[config.mk]
export PLATFORM = sky130hd
export DESIGN_NAME = pool_layer_param
export DESIGN_NICKNAME = d
export VERILOG_FILES = /design/src/rtl/pool_pkg.sv /design/src/rtl/pool_window_acc.sv /design/src/rtl/pool_layer_param.sv
export SDC_FILE = /design/constraint.sdc
export NUM_CORES = 1
export LEC_CHECK = 0
export ABC_AREA = 1
export CORE_ASPECT_RATIO = 1.2
export CORE_MARGIN = 2
export CORE_UTILIZATION = 45
export CTS_CLUSTER_SIZE = 40
export DETAILED_ROUTE_END_ITERATION = 8
export PLACE_DENSITY = 0.7
export SYNTH_ARGS = -nofsm -noshare
export SYNTH_HDL_FRONTEND = slang
export SYNTH_SLANG_ARGS = --single-unit
[constraint.sdc]
create_clock -name clk -period 5.2 [get_ports clk]
set_clock_uncertainty 0.1 [all_clocks]
set_input_delay 1.04 -clock clk [delete_from_list [all_inputs] [get_ports clk]]
set_output_delay 1.04 -clock clk [all_outputs]
set_load 0.01 [all_outputs]
[src/rtl/pool_pkg.sv]
// Shared types and helpers for the pooling layer: mode/state enums, default widths,
// and the window log2 used by both the pooling and conv layers.
package pool_pkg;

  localparam int DATA_W_DEF = 16;
  localparam int ADDR_W_DEF = 16;
  localparam int SIZE_W_DEF = 8;

  typedef enum logic {
    MAX = 1'b0,
    AVG = 1'b1
  } pool_mode_e;

  typedef enum logic [2:0] {
    IDLE,
    SETUP,
    READ,
    DRAIN,
    WRITE,
    DONE
  } pool_state_e;

  // Index of the highest set bit; exact log2 for the power-of-two windows we accept.
  function automatic logic [4:0] win_log2(input logic [31:0] k);
    logic [4:0] r;
    r = '0;
    for (int b = 0; b < 32; b++) begin
      if (k[b]) r = 5'(b);
    end
    return r;
  endfunction

endpackage

[src/rtl/pool_window_acc.sv]
// Window accumulator: running signed max or signed sum, finalised to DATA_W after
// every accepted element so the result register holds the pooled word after the last one.
module pool_window_acc
  import pool_pkg::*;
#(
  parameter int DATA_W = DATA_W_DEF
) (
  input  logic                     clk,
  input  logic                     reset,
  input  logic                     clear,
  input  pool_mode_e               mode,
  input  logic [4:0]               shift,
  input  logic                     in_valid,
  input  logic signed [DATA_W-1:0] in_data,
  output logic signed [DATA_W-1:0] result
);

  // Four guard bits hold the sum of up to 16 elements of a 4x4 window.
  localparam int ACC_W = DATA_W + 4;

  function automatic logic signed [ACC_W-1:0] max_sel(input logic signed [ACC_W-1:0] a,
                                                      input logic signed [ACC_W-1:0] b);
    return (a > b) ? a : b;
  endfunction

  // Average divides by k*k with an arithmetic shift, flooring toward minus infinity.
  function automatic logic signed [DATA_W-1:0] finalize(input logic signed [ACC_W-1:0] acc,
                                                        input pool_mode_e m,
                                                        input logic [4:0] sh);
    logic signed [ACC_W-1:0] q;
    q = (m == AVG) ? (acc >>> sh) : acc;
    return q[DATA_W-1:0];
  endfunction

  logic                    first_q;
  logic signed [ACC_W-1:0] acc_p1;
  logic signed [ACC_W-1:0] acc_nxt;
  logic signed [ACC_W-1:0] in_ext;

  assign in_ext = {{4{in_data[DATA_W-1]}}, in_data};

  always_comb begin
    acc_nxt = in_ext;
    if (!first_q) begin
      acc_nxt = (mode == MAX) ? max_sel(in_ext, acc_p1) : (acc_p1 + in_ext);
    end
  end

  // Stage p1: element captured one cycle after its read request.
  always_ff @(posedge clk) begin
    if (in_valid) acc_p1 <= acc_nxt;
  end

  always_ff @(posedge clk or posedge reset) begin
    if (reset) begin
      first_q <= 1'b1;
      result  <= '0;
    end else if (clear) begin
      first_q <= 1'b1;
    end else if (in_valid) begin
      first_q <= 1'b0;
      result  <= finalize(acc_nxt, mode, shift);
    end
  end

endmodule

[src/rtl/pool_layer_param.sv]
// Streaming k x k max/average pooling over C square feature maps in layer memory.
// FSM plus incrementally updated address pointers; all data arithmetic lives in pool_window_acc.
module pool_layer_param
  import pool_pkg::*;
#(
  parameter int DATA_W  = DATA_W_DEF,
  parameter int ADDR_W  = ADDR_W_DEF,
  parameter int SIZE_W  = SIZE_W_DEF,
  parameter int MAX_WIN = 4
) (
  input  logic                     clk,
  input  logic                     reset,
  input  logic                     start,
  input  logic                     mode,
  input  logic [SIZE_W-1:0]        imgsNumber,
  input  logic [SIZE_W-1:0]        imgSize,
  input  logic [SIZE_W-1:0]        windowSize,
  input  logic [ADDR_W-1:0]        imgsAddress,
  input  logic [ADDR_W-1:0]        outAddress,
  output logic [ADDR_W-1:0]        rdAddr,
  output logic                     rdEnable,
  input  logic signed [DATA_W-1:0] rdData,
  output logic [ADDR_W-1:0]        wrAddr,
  output logic signed [DATA_W-1:0] wrData,
  output logic                     wrEnable,
  output logic                     busy,
  output logic                     done,
  output logic                     error
);

  pool_state_e state_q, state_n;

  pool_mode_e        mode_q;
  logic [SIZE_W-1:0] c_num_q, s_q, k_q;
  logic [ADDR_W-1:0] in_base_q, out_base_q;
  logic              rej_q;

  logic [SIZE_W-1:0] c_cnt, oy, ox, wi, wj;
  logic [ADDR_W-1:0] ch_base, row_base, win_base, row_ptr, s_sq;
  logic [ADDR_W-1:0] rd_addr_q, wr_addr_q, nxt_win;
  logic              rd_vld_p1;

  logic [4:0]        lk, acc_shift;
  logic [SIZE_W-1:0] o_side, k_m1, o_m1, c_m1;
  logic [ADDR_W-1:0] s_ext, k_ext, ks_ext;
  logic              legal, win_last, out_last;

  assign lk        = win_log2(32'(k_q));
  assign acc_shift = lk << 1;
  assign o_side    = s_q >> lk;
  assign k_m1      = k_q - SIZE_W'(1);
  assign o_m1      = o_side - SIZE_W'(1);
  assign c_m1      = c_num_q - SIZE_W'(1);
  assign s_ext     = ADDR_W'(s_q);
  assign k_ext     = ADDR_W'(k_q);
  assign ks_ext    = s_ext << lk;

  assign legal = ((k_q == SIZE_W'(1)) || (k_q == SIZE_W'(2)) || (k_q == SIZE_W'(4)))
              && (k_q <= SIZE_W'(MAX_WIN)) && (c_num_q != '0) && (s_q >= k_q);

  assign win_last = (wi == k_m1) && (wj == k_m1);
  assign out_last = (c_cnt == c_m1) && (oy == o_m1) && (ox == o_m1);

  // Top-left address of the next window: step right, else down a block row, else next channel.
  always_comb begin
    nxt_win = ch_base + s_sq;
    if (ox != o_m1)      nxt_win = win_base + k_ext;
    else if (oy != o_m1) nxt_win = row_base + ks_ext;
  end

  always_ff @(posedge clk or posedge reset) begin
    if (reset) state_q <= IDLE;
    else       state_q <= state_n;
  end

  always_comb begin
    state_n = state_q;
    case (state_q)
      IDLE:    if (start) state_n = SETUP;
      SETUP:   state_n = legal ? READ : DONE;
      READ:    if (win_last) state_n = DRAIN;
      DRAIN:   state_n = WRITE;
      WRITE:   state_n = out_last ? DONE : READ;
      DONE:    state_n = IDLE;
      default: state_n = IDLE;
    endcase
  end

  always_ff @(posedge clk) begin
    if (state_q == IDLE && start) begin
      mode_q     <= pool_mode_e'(mode);
      c_num_q    <= imgsNumber;
      s_q        <= imgSize;
      k_q        <= windowSize;
      in_base_q  <= imgsAddress;
      out_base_q <= outAddress;
    end
  end

  // Loop counters and row/window/channel base pointers, advanced by adds only.
  always_ff @(posedge clk) begin
    case (state_q)
      SETUP: begin
        rej_q    <= !legal;
        c_cnt    <= '0;
        oy       <= '0;
        ox       <= '0;
        wi       <= '0;
        wj       <= '0;
        ch_base  <= in_base_q;
        row_base <= in_base_q;
        win_base <= in_base_q;
        row_ptr  <= in_base_q;
        s_sq     <= s_ext * s_ext;
      end
      READ: begin
        if (wj != k_m1) begin
          wj <= wj + SIZE_W'(1);
        end else begin
          wj <= '0;
          if (wi != k_m1) begin
            wi      <= wi + SIZE_W'(1);
            row_ptr <= row_ptr + s_ext;
          end
        end
      end
      WRITE: begin
        wi       <= '0;
        win_base <= nxt_win;
        row_ptr  <= nxt_win;
        if (ox != o_m1) begin
          ox <= ox + SIZE_W'(1);
        end else begin
          ox <= '0;
          row_base <= nxt_win;
          if (oy != o_m1) begin
            oy <= oy + SIZE_W'(1);
          end else begin
            oy      <= '0;
            c_cnt   <= c_cnt + SIZE_W'(1);
            ch_base <= nxt_win;
          end
        end
      end
      default: ;
    endcase
  end

  // Stage p0: read request address; stage p1 valid follows rdEnable by one cycle.
  always_ff @(posedge clk or posedge reset) begin
    if (reset) begin
      rd_addr_q <= '0;
      wr_addr_q <= '0;
      rd_vld_p1 <= 1'b0;
    end else begin
      rd_vld_p1 <= (state_q == READ);
      case (state_q)
        SETUP: begin
          rd_addr_q <= in_base_q;
          wr_addr_q <= out_base_q;
        end
        READ: begin
          if (wj != k_m1)      rd_addr_q <= rd_addr_q + ADDR_W'(1);
          else if (wi != k_m1) rd_addr_q <= row_ptr + s_ext;
        end
        WRITE: begin
          rd_addr_q <= nxt_win;
          wr_addr_q <= wr_addr_q + ADDR_W'(1);
        end
        default: ;
      endcase
    end
  end

  pool_window_acc #(
    .DATA_W(DATA_W)
  ) u_acc (
    .clk     (clk),
    .reset   (reset),
    .clear   ((state_q == SETUP) || (state_q == WRITE)),
    .mode    (mode_q),
    .shift   (acc_shift),
    .in_valid(rd_vld_p1),
    .in_data (rdData),
    .result  (wrData)
  );

  assign rdAddr   = rd_addr_q;
  assign rdEnable = (state_q == READ);
  assign wrAddr   = wr_addr_q;
  assign wrEnable = (state_q == WRITE);
  assign busy     = (state_q != IDLE);
  assign done     = (state_q == DONE);
  assign error    = (state_q == DONE) && rej_q;

endmodule
==> results of run 1 <==
==> power breakdown <==
group	internal [uW]	switching, uW
Sequential	3400	694
Clock	1120	823
Combinational	2940	5010
Total	7470	6530
==> per-layer routing <==
layer	routed length, um	share of wire (%)
met5	0	0
met4	2840	5.0
met3	2920	5.1
met2	28800	51
met1	22400	39
==> flip-flops by register name (all words and copies together), names as in the netlist, 16 cells and up <==
register and flops:
ch_base 16, u_acc.acc_p1 20, u_acc.result 16, rdAddr 16, row_base 16, out_base_q 16, row_ptr 16, wrAddr 16
win_base 16, in_base_q 16
==> metrics by stage <==
| stage | utilization, % | area, sq um |
|---|---|---|
| after floorplan | - | 19200 |
| after global placement | 50.5 | 21200 |
| after detailed placement | 50.5 | 21200 |
| after CTS | 52.6 | 22100 |
| after global routing | 52.6 | 22100 |
| final | 52.6 | 22100 |
==> final timing paths <==
path / slack [ns] / cells past startpoint / to
worst max-delay path: 0.30 / 23 / s_sq[14]
worst min-delay path: 0.37 / 2 / wrAddr[10]
worst max register to register: 0.30 / 23 / s_sq[14]
worst min register to register: 0.37 / 2 / wrAddr[10]
max in group asynchronous: 3.26 / 3 / rdAddr[15]
min in group asynchronous: 0.91 / 2 / u_acc.result[2]
==> layout by cell type (no fill, tap or decap), drive strengths merged, types with 4 or more instances in the layout <==
cell / count
nand2: 551
inv: 350
nand3: 307
edfxtp: 197
nor2: 153
a21oi: 146
ha: 134
clkdlybuf4s50: 128
o21ai: 105
xor2: 68
dfrtp: 52
buf: 44
nor3: 44
nand4: 42
clkbuf: 37
xnor2: 32
fa: 29
or2: 24
o211ai: 20
clkinv: 14
a21boi: 12
nand3b: 11
o21a: 8
a32oi: 7
nor4: 6
o2111ai: 6
nor3b: 6
a211oi: 5
a31oi: 5
a21o: 4
and2: 4
a22oi: 4
==> critical path: stages, from the launching register on <==
cell,delay [ns]
sky130_fd_sc_hd__edfxtp_1,0.67
sky130_fd_sc_hd__nand2_1,0.12
sky130_fd_sc_hd__inv_1,0.14
sky130_fd_sc_hd__fa_1,0.19
sky130_fd_sc_hd__inv_1,0.06
sky130_fd_sc_hd__fa_1,0.47
sky130_fd_sc_hd__inv_1,0.04
sky130_fd_sc_hd__ha_1,0.26
sky130_fd_sc_hd__inv_1,0.05
sky130_fd_sc_hd__fa_1,0.54
sky130_fd_sc_hd__inv_1,0.04
sky130_fd_sc_hd__ha_1,0.34
sky130_fd_sc_hd__a21oi_1,0.16
sky130_fd_sc_hd__nand2_1,0.10
sky130_fd_sc_hd__a21oi_1,0.13
sky130_fd_sc_hd__inv_1,0.05
sky130_fd_sc_hd__a21oi_1,0.20
sky130_fd_sc_hd__o21ai_0,0.18
sky130_fd_sc_hd__nand3_1,0.10
sky130_fd_sc_hd__nand2_1,0.08
sky130_fd_sc_hd__a21oi_1,0.31
sky130_fd_sc_hd__nor2_1,0.07
sky130_fd_sc_hd__nor2_1,0.13
sky130_fd_sc_hd__xor2_1,0.08
==> Yosys cell counts, types with 5 or more instances <==
cell,number
sky130_fd_sc_hd__a211oi_1,5
sky130_fd_sc_hd__a21boi_0,10
sky130_fd_sc_hd__a21oi_1,145
sky130_fd_sc_hd__a31oi_1,5
sky130_fd_sc_hd__a32oi_1,7
sky130_fd_sc_hd__buf_1,6
sky130_fd_sc_hd__buf_2,12
sky130_fd_sc_hd__clkbuf_1,45
sky130_fd_sc_hd__clkinv_1,5
sky130_fd_sc_hd__dfrtp_1,52
sky130_fd_sc_hd__edfxtp_1,197
sky130_fd_sc_hd__fa_1,29
sky130_fd_sc_hd__ha_1,134
sky130_fd_sc_hd__inv_1,343
sky130_fd_sc_hd__inv_2,6
sky130_fd_sc_hd__nand2_1,536
sky130_fd_sc_hd__nand2_2,12
sky130_fd_sc_hd__nand3_1,291
sky130_fd_sc_hd__nand3_2,15
sky130_fd_sc_hd__nand3b_1,11
sky130_fd_sc_hd__nand4_1,41
sky130_fd_sc_hd__nor2_1,142
sky130_fd_sc_hd__nor2_2,7
sky130_fd_sc_hd__nor3_1,42
sky130_fd_sc_hd__nor3b_1,6
sky130_fd_sc_hd__nor4_1,6
sky130_fd_sc_hd__o2111ai_1,6
sky130_fd_sc_hd__o211ai_1,20
sky130_fd_sc_hd__o21a_1,8
sky130_fd_sc_hd__o21ai_0,102
sky130_fd_sc_hd__or2_2,24
sky130_fd_sc_hd__xnor2_1,32
sky130_fd_sc_hd__xor2_1,68
==> timing repair <==
item	in CTS	in global routing
endpoints found under the hold margin	0	0
resized for setup	0	2
setup endpoints to repair	0	4
buffers inserted	0	3
==> layout make-up <==
cell class	count	area [sq um]
Clock buffer	37	723
Clock inverter	13	145
Fill cell	3976	19900
Inverter	354	1330
Multi-Input combinational cell	1753	10300
Sequential cell	250	7240
Tap cell	546	683
Timing Repair Buffer	172	1610
==> logic make-up after synthesis <==
family	after synthesis	share of synthesized area, %
multiplexers	3	0.156
flip-flops	250	37.7
AO/OA/AOI/OAI	336	10.0
adder cells (fa/ha/maj)	163	11.7
XOR/XNOR	100	4.56
buffers and inverters	423	8.57
AND/OR/NAND/NOR	1151	27.2
==> load_flow_metrics.sql, run 1 <==
INSERT INTO impl_metrics (metric_group, metric, value, unit) VALUES
('status', 'outcome', 'complete, no violations', ''),
('yosys', 'synthesized_area_per_cell', '7.92', 'sq um'),
('layout', 'antenna_cells', '0', ''),
('placed_design', 'detailedPlacementHpwl', '44300', 'um'),
('cts', 'tritoncts', 'done', ''),
('layout', 'final-instance-count-excl-fill', '3125', ''),
('global_routing', 'use_met1', '29.7', '%'),
('power_and_ir_drop', 'peakVddDrop', '0.000366', 'V'),
('flow_run', 'max_cap_viol_count', '0', ''),
('die', 'floorplan.die_area', '44400', 'sq um'),
('sta', 'transition_time_of_the_tightest_slew_check_pin', '0.946', 'ns'),
('sta', 'final_min_period_over_clock_period', '94.2', '%'),
('routing', 'drt-total-wl', '57000', 'um'),
('yosys', 'ys_dominant_reg_cell', 'sky130_fd_sc_hd__edfxtp_1', ''),
('routing', 'iter_0_drt_violations', '1126', ''),
('cts', 'cts_hold_repair.buffers', '0', ''),
('die', 'rows', '82', ''),
('sta', 'max-slew-margin-rel', '37.0', '%'),
('placed_design', 'globalplace.congestion', '0.979', ''),
('critical_path', 'critical_path.max_fanout', '9', ''),
('critical_path', 'worst_setup_path_end_kind', 'register', ''),
('global_routing', 'grt_first_pass_wirelength', '90500', 'um'),
('yosys', 'netlist_instances', '2426', ''),
('global_routing', 'grt_antenna_before_repair', '0', ''),
('cts', 'clock_root_cell', 'sky130_fd_sc_hd__clkbuf_16', ''),
('layout', 'layout-drive-gt1-share', '6.51', '%'),
('power_and_ir_drop', 'power.static_leakage', '0.0103', 'uW'),
('routing', 'dr_total_vias', '17200', ''),
('yosys', 'async_flop_share', '21.2', '%'),
('yosys', 'yosys.area.top_type', 'sky130_fd_sc_hd__edfxtp_1', ''),
('routing', 'routedWlPerCell', '18.2', 'um'),
('routing', 'drt_drc_violations_left', '0', ''),
('critical_path', 'start_kind', 'register', ''),
('sta', 'postLayoutSetupSlackWorst', '0.304', 'ns'),
('yosys', 'synth-edff-count', '197', ''),
('yosys', 'yosys_register_bits', '250', ''),
('worst_hold_path', 'hp-class', 'reg -> reg', ''),
('global_routing', 'grtUsageMet3', '3.09', '%'),
('yosys', 'yosysTopAreaCellShare', '30.8', '%'),
('die', 'initial_cell_density_of_the_core', '45.8', '%'),
('sta', 'slew_viol_final', '0', ''),
('layout', 'fin_nets', '2797', ''),
('routing', 'remaining_antenna_violation_count', '0', ''),
('global_routing', 'via_count_of_the_first_global_routing_pass', '17400', ''),
('power_and_ir_drop', 'power-per-cell-area', '634', 'nW/um^2'),
('global_routing', 'groute.layer.met2.usage', '47.0', '%'),
('placed_design', 'dpl_worst_slack', '0.297', 'ns'),
('yosys', 'post_syn_nets', '2665', ''),
('routing', 'detail_route.vias_per_cell', '5.51', ''),
('global_routing', 'pin_count_of_the_biggest_net_entering_global_routing', '45', ''),
('sta', 'layout_min_cycle_time', '4.90', 'ns'),
('die', 'boundaryPins', '129', ''),
('critical_path', 'crit_required', '5.40', 'ns'),
('die', 'die_x', '193', 'um'),
('cts', 'clk_path_buf_depth', '3', ''),
('cts', 'clock_insertion_delay_worst_skew', '0.56', 'ns'),
('cts', 'cts.clk_slew.worst_paths', '0.06', 'ns'),
('placed_design', 'placement.io_buffers', '128', ''),
('cts', 'cts-buffers-inserted', '27', ''),
('sta', 'hold_slack', '0.374', 'ns'),
('yosys', 'yosysWarningCount', '0', ''),
('sta', 'grt_setup_unrepaired', 'false', ''),
('power_and_ir_drop', 'fin_total_pwr', '14000', 'uW'),
('critical_path', 'critPathArrivalTime', '5.10', 'ns'),
('die', 'dieHeight', '230', 'um'),
('die', 'placeable_core_area', '42000', 'sq um'),
('cts', 'htree_num_levels', '1', ''),
('critical_path', 'timing_worst_setup_path_type', 'reg -> reg', ''),
('worst_hold_path', 'min-delay-start', 'out_base_q[10]', ''),
('global_routing', 'grt.total_usage', '25.8', '%'),
('critical_path', 'reg2reg_from', 's_q[3]', '');
(Power assumes the default switching activity.)
==> run 2, diff against run 1 <==
Settings changed: DONT_BUFFER_PORTS from default to 1, PLACE_DENSITY 0.7 to 0.66.
==> run 2 against run 1 <==
  * Maximum frequency grew 3.1%
  * Core utilization shrank 2.9 points
  * Largest cell class unchanged
  * Global-route usage shrank 1.0 points
  * Register-to-register slack gained 0.15 ns
  * Clock-buffer cell count shrank 3
  * Non-clock buffer count shrank 137
  * Power shrank 2.5%
  * Worst hold slack lost 0.0027 ns
  * Final cell count shrank 4.2%
==> load_flow_metrics.sql, run 2 (synthesized netlist as in run 1, its figures left out) <==
INSERT INTO impl_metrics (metric_group, metric, value, unit) VALUES
('routing', 'detail_route.vias_per_cell', '5.56', ''),
('sta', 'layout_min_cycle_time', '4.75', 'ns'),
('routing', 'iter_0_drt_violations', '1368', ''),
('critical_path', 'timing.critical_path.buf_inv', '2', ''),
('cts', 'cts-buffers-inserted', '28', ''),
('critical_path', 'critPathArrivalTime', '4.98', 'ns'),
('critical_path', 'timing_worst_setup_path_type', 'reg -> reg', ''),
('worst_hold_path', 'hp-class', 'reg -> reg', ''),
('routing', 'drt_pass1_iterations', '7', ''),
('power_and_ir_drop', 'fin_total_pwr', '13600', 'uW'),
('status', 'outcome', 'complete, no violations', ''),
('sta', 'max-slew-margin-rel', '37.5', '%'),
('sta', 'grt_setup_unrepaired', 'false', ''),
('cts', 'clock_sink_count', '250', ''),
('routing', 'remaining_antenna_violation_count', '0', ''),
('placed_design', 'detailedPlacementHpwl', '42100', 'um'),
('sta', 'hold_slack', '0.371', 'ns'),
('sta', 'finalSetupTns', '0', 'ns'),
('cts', 'cts_hold_repair.buffers', '0', ''),
('layout', 'layout.cells.most_common_list', 'sky130_fd_sc_hd__nand2_1, sky130_fd_sc_hd__inv_1, sky130_fd_sc_hd__nand3_1', ''),
('worst_hold_path', 'hold_path_stages', '2', ''),
('global_routing', 'via_count_of_the_first_global_routing_pass', '16200', ''),
('layout', 'layout-drive-gt1-share', '6.87', '%'),
('power_and_ir_drop', 'power-per-cell-area', '653', 'nW/um^2'),
('global_routing', 'grt.total_usage', '24.8', '%'),
('layout', 'final-instance-count-excl-fill', '2993', ''),
('placed_design', 'placed_cells', '2938', ''),
('die', 'die_x', '193', 'um'),
('critical_path', 'timing.critical_path.max_delay_family', 'adder cells', ''),
('die', 'floorplan.die_area', '44400', 'sq um'),
('sta', 'postLayoutSetupSlackWorst', '0.449', 'ns'),
('global_routing', 'grt_first_pass_wirelength', '86800', 'um'),
('global_routing', 'grt_antenna_before_repair', '6', ''),
('routing', 'dr_total_vias', '16600', ''),
('critical_path', 'r2r_setup_slack', '0.45', 'ns'),
('cts', 'tritoncts', 'done', ''),
('power_and_ir_drop', 'power.static_leakage', '0.00978', 'uW'),
('sta', 'transition_time_of_the_tightest_slew_check_pin', '0.938', 'ns'),
('critical_path', 'crit_chain', 'inv_1 -> fa_1 -> inv_1 -> fa_1 -> fa_1 -> fa_1 -> ha_1 -> nand2_1 -> o21ai_0 -> nand3_1 -> nand2_1 -> nand3_1 -> nand2_1 -> a21oi_1 -> nor2_1 -> nor2_1 -> xor2_1', ''),
('global_routing', 'pin_count_of_the_biggest_net_entering_global_routing', '54', ''),
('routing', 'routedWlPerCell', '18.2', 'um'),
('placed_design', 'placement.io_buffers', '0', ''),
('sta', 'hold_viol', '0', ''),
('critical_path', 'crit_required', '5.43', 'ns'),
('layout', 'largest_register', 'u_acc.acc_p1', ''),
('die', 'boundaryPins', '129', ''),
('layout', 'most_common_library_cell_in_the_layout_ignoring_fill_and_taps', 'sky130_fd_sc_hd__nand2_1', ''),
('sta', 'final_min_period_over_clock_period', '91.4', '%'),
('sta', 'report.final.setup_viol', '0', ''),
('critical_path', 'start_kind', 'register', ''),
('routing', 'drt-total-wl', '54500', 'um'),
('critical_path', 'timing.critical_path.slowest_stage_cell', 'sky130_fd_sc_hd__edfxtp_1', ''),
('layout', 'area_growth_syn_to_layout', '8.62', '%'),
('cts', 'cts.clk_slew.worst_paths', '0.07', 'ns'),
('sta', 'clock.fmax', '210', 'MHz'),
('sta', 'slew_viol_final', '0', ''),
('die', 'initial_cell_density_of_the_core', '45.8', '%'),
('global_routing', 'global_route_overflow', '0', ''),
('critical_path', 'timing.critical_path.mode_cell', 'sky130_fd_sc_hd__fa_1', ''),
('power_and_ir_drop', 'peakVddDrop', '0.000424', 'V'),
('placed_design', 'globalplace.congestion', '0.945', ''),
('critical_path', 'timing.reg2reg.worst_path_depth', '17', ''),
('critical_path', 'critical_path.max_fanout', '12', ''),
('die', 'dieHeight', '230', 'um'),
('flow_run', 'max_cap_viol_count', '0', ''),
('cts', 'clock_insertion_delay_worst_skew', '0.57', 'ns'),
('critical_path', 'stages_on_worst_setup_path', '17', ''),
('critical_path', 'worst_setup_path_end_kind', 'register', ''),
('cts', 'clock_root_cell', 'sky130_fd_sc_hd__clkbuf_16', ''),
('layout', 'fin_nets', '2661', ''),
('die', 'rows', '82', ''),
('placed_design', 'dpl_worst_slack', '0.405', 'ns'),
('cts', 'clk_path_buf_depth', '3', ''),
('cts', 'htree_num_levels', '1', ''),
('layout', 'largest_register_ffs', '20', ''),
('routing', 'drt_drc_violations_left', '0', ''),
('die', 'placeable_core_area', '42000', 'sq um'),
('critical_path', 'slowest_delay', '0.71', 'ns');
[run 2: cell count changes in the layout (fill, tap and decap cells not counted), sizes merged]
cell | previous run | this run
clkinv | 14 | 15
clkdlybuf4s50 | 128 | 0
bufinv | 3 | 4
clkbuf | 37 | 34
buf | 44 | 35
inv | 350 | 351
clkinvlp | 0 | 2
diode | 0 | 3
[run 2: power breakdown]
group / switching, uW / total [uW] / leakage (uW) / internal (uW)
Combinational: 4710 / 7270 / 0.00682 / 2560
Sequential: 819 / 4220 / 0.00248 / 3410
Clock: 883 / 2150 / 0.000484 / 1270
Total: 6410 / 13600 / 0.00978 / 7230
[run 2: worst paths after layout]
kind,startpoint,end
max in group asynchronous,reset,rdAddr[13]
worst max-delay path,s_q[4],s_sq[15]
worst min register to register,out_base_q[2],wrAddr[2]
worst min-delay path,out_base_q[2],wrAddr[2]
worst max register to register,s_q[4],s_sq[15]
min in group asynchronous,reset,rd_vld_p1
[run 2: metal layers]
layer	vias up	routed length (um)	GRT usage (%)
li1	8136	-	-
met1	7826	21500	29.2
met2	549	26800	43.6
met3	113	3730	4.80
met4	6	2390	10.3
met5	-	39	0
[run 2: cell type report]
class | count | area [sq um]
Clock buffer | 34 | 774
Clock inverter | 18 | 218
Timing Repair Buffer | 35 | 263
Inverter | 354 | 1330
Antenna cell | 3 | 7.51
Sequential cell | 250 | 7240
Tap cell | 546 | 683
Fill cell | 3998 | 21100
Multi-Input combinational cell | 1753 | 10400
[run 2: what timing repair did]
item	4_1_cts	5_1_grt
resized for setup	0	3
setup buffers	0	0
hold endpoints to repair	0	0
endpoints found under the setup margin	0	16
[run 2: through the flow]
step	area (sq um)	util, %
after global routing	20900	49.7
after detailed placement	19900	47.3
after global placement	19900	47.3
after CTS	20900	49.7
after floorplan	19200	-
final	20900	49.7
[run 2: worst reg2reg max path, delay by kind of cell, from the launching register on]
kind / cells / cell delay (ns)
buf+inv: 2 / 0.26
flops: 1 / 0.71
fa+ha+maj: 5 / 2.40
xor+xnor: 1 / 0.13
simple gates: 7 / 0.57
compound gates: 2 / 0.34
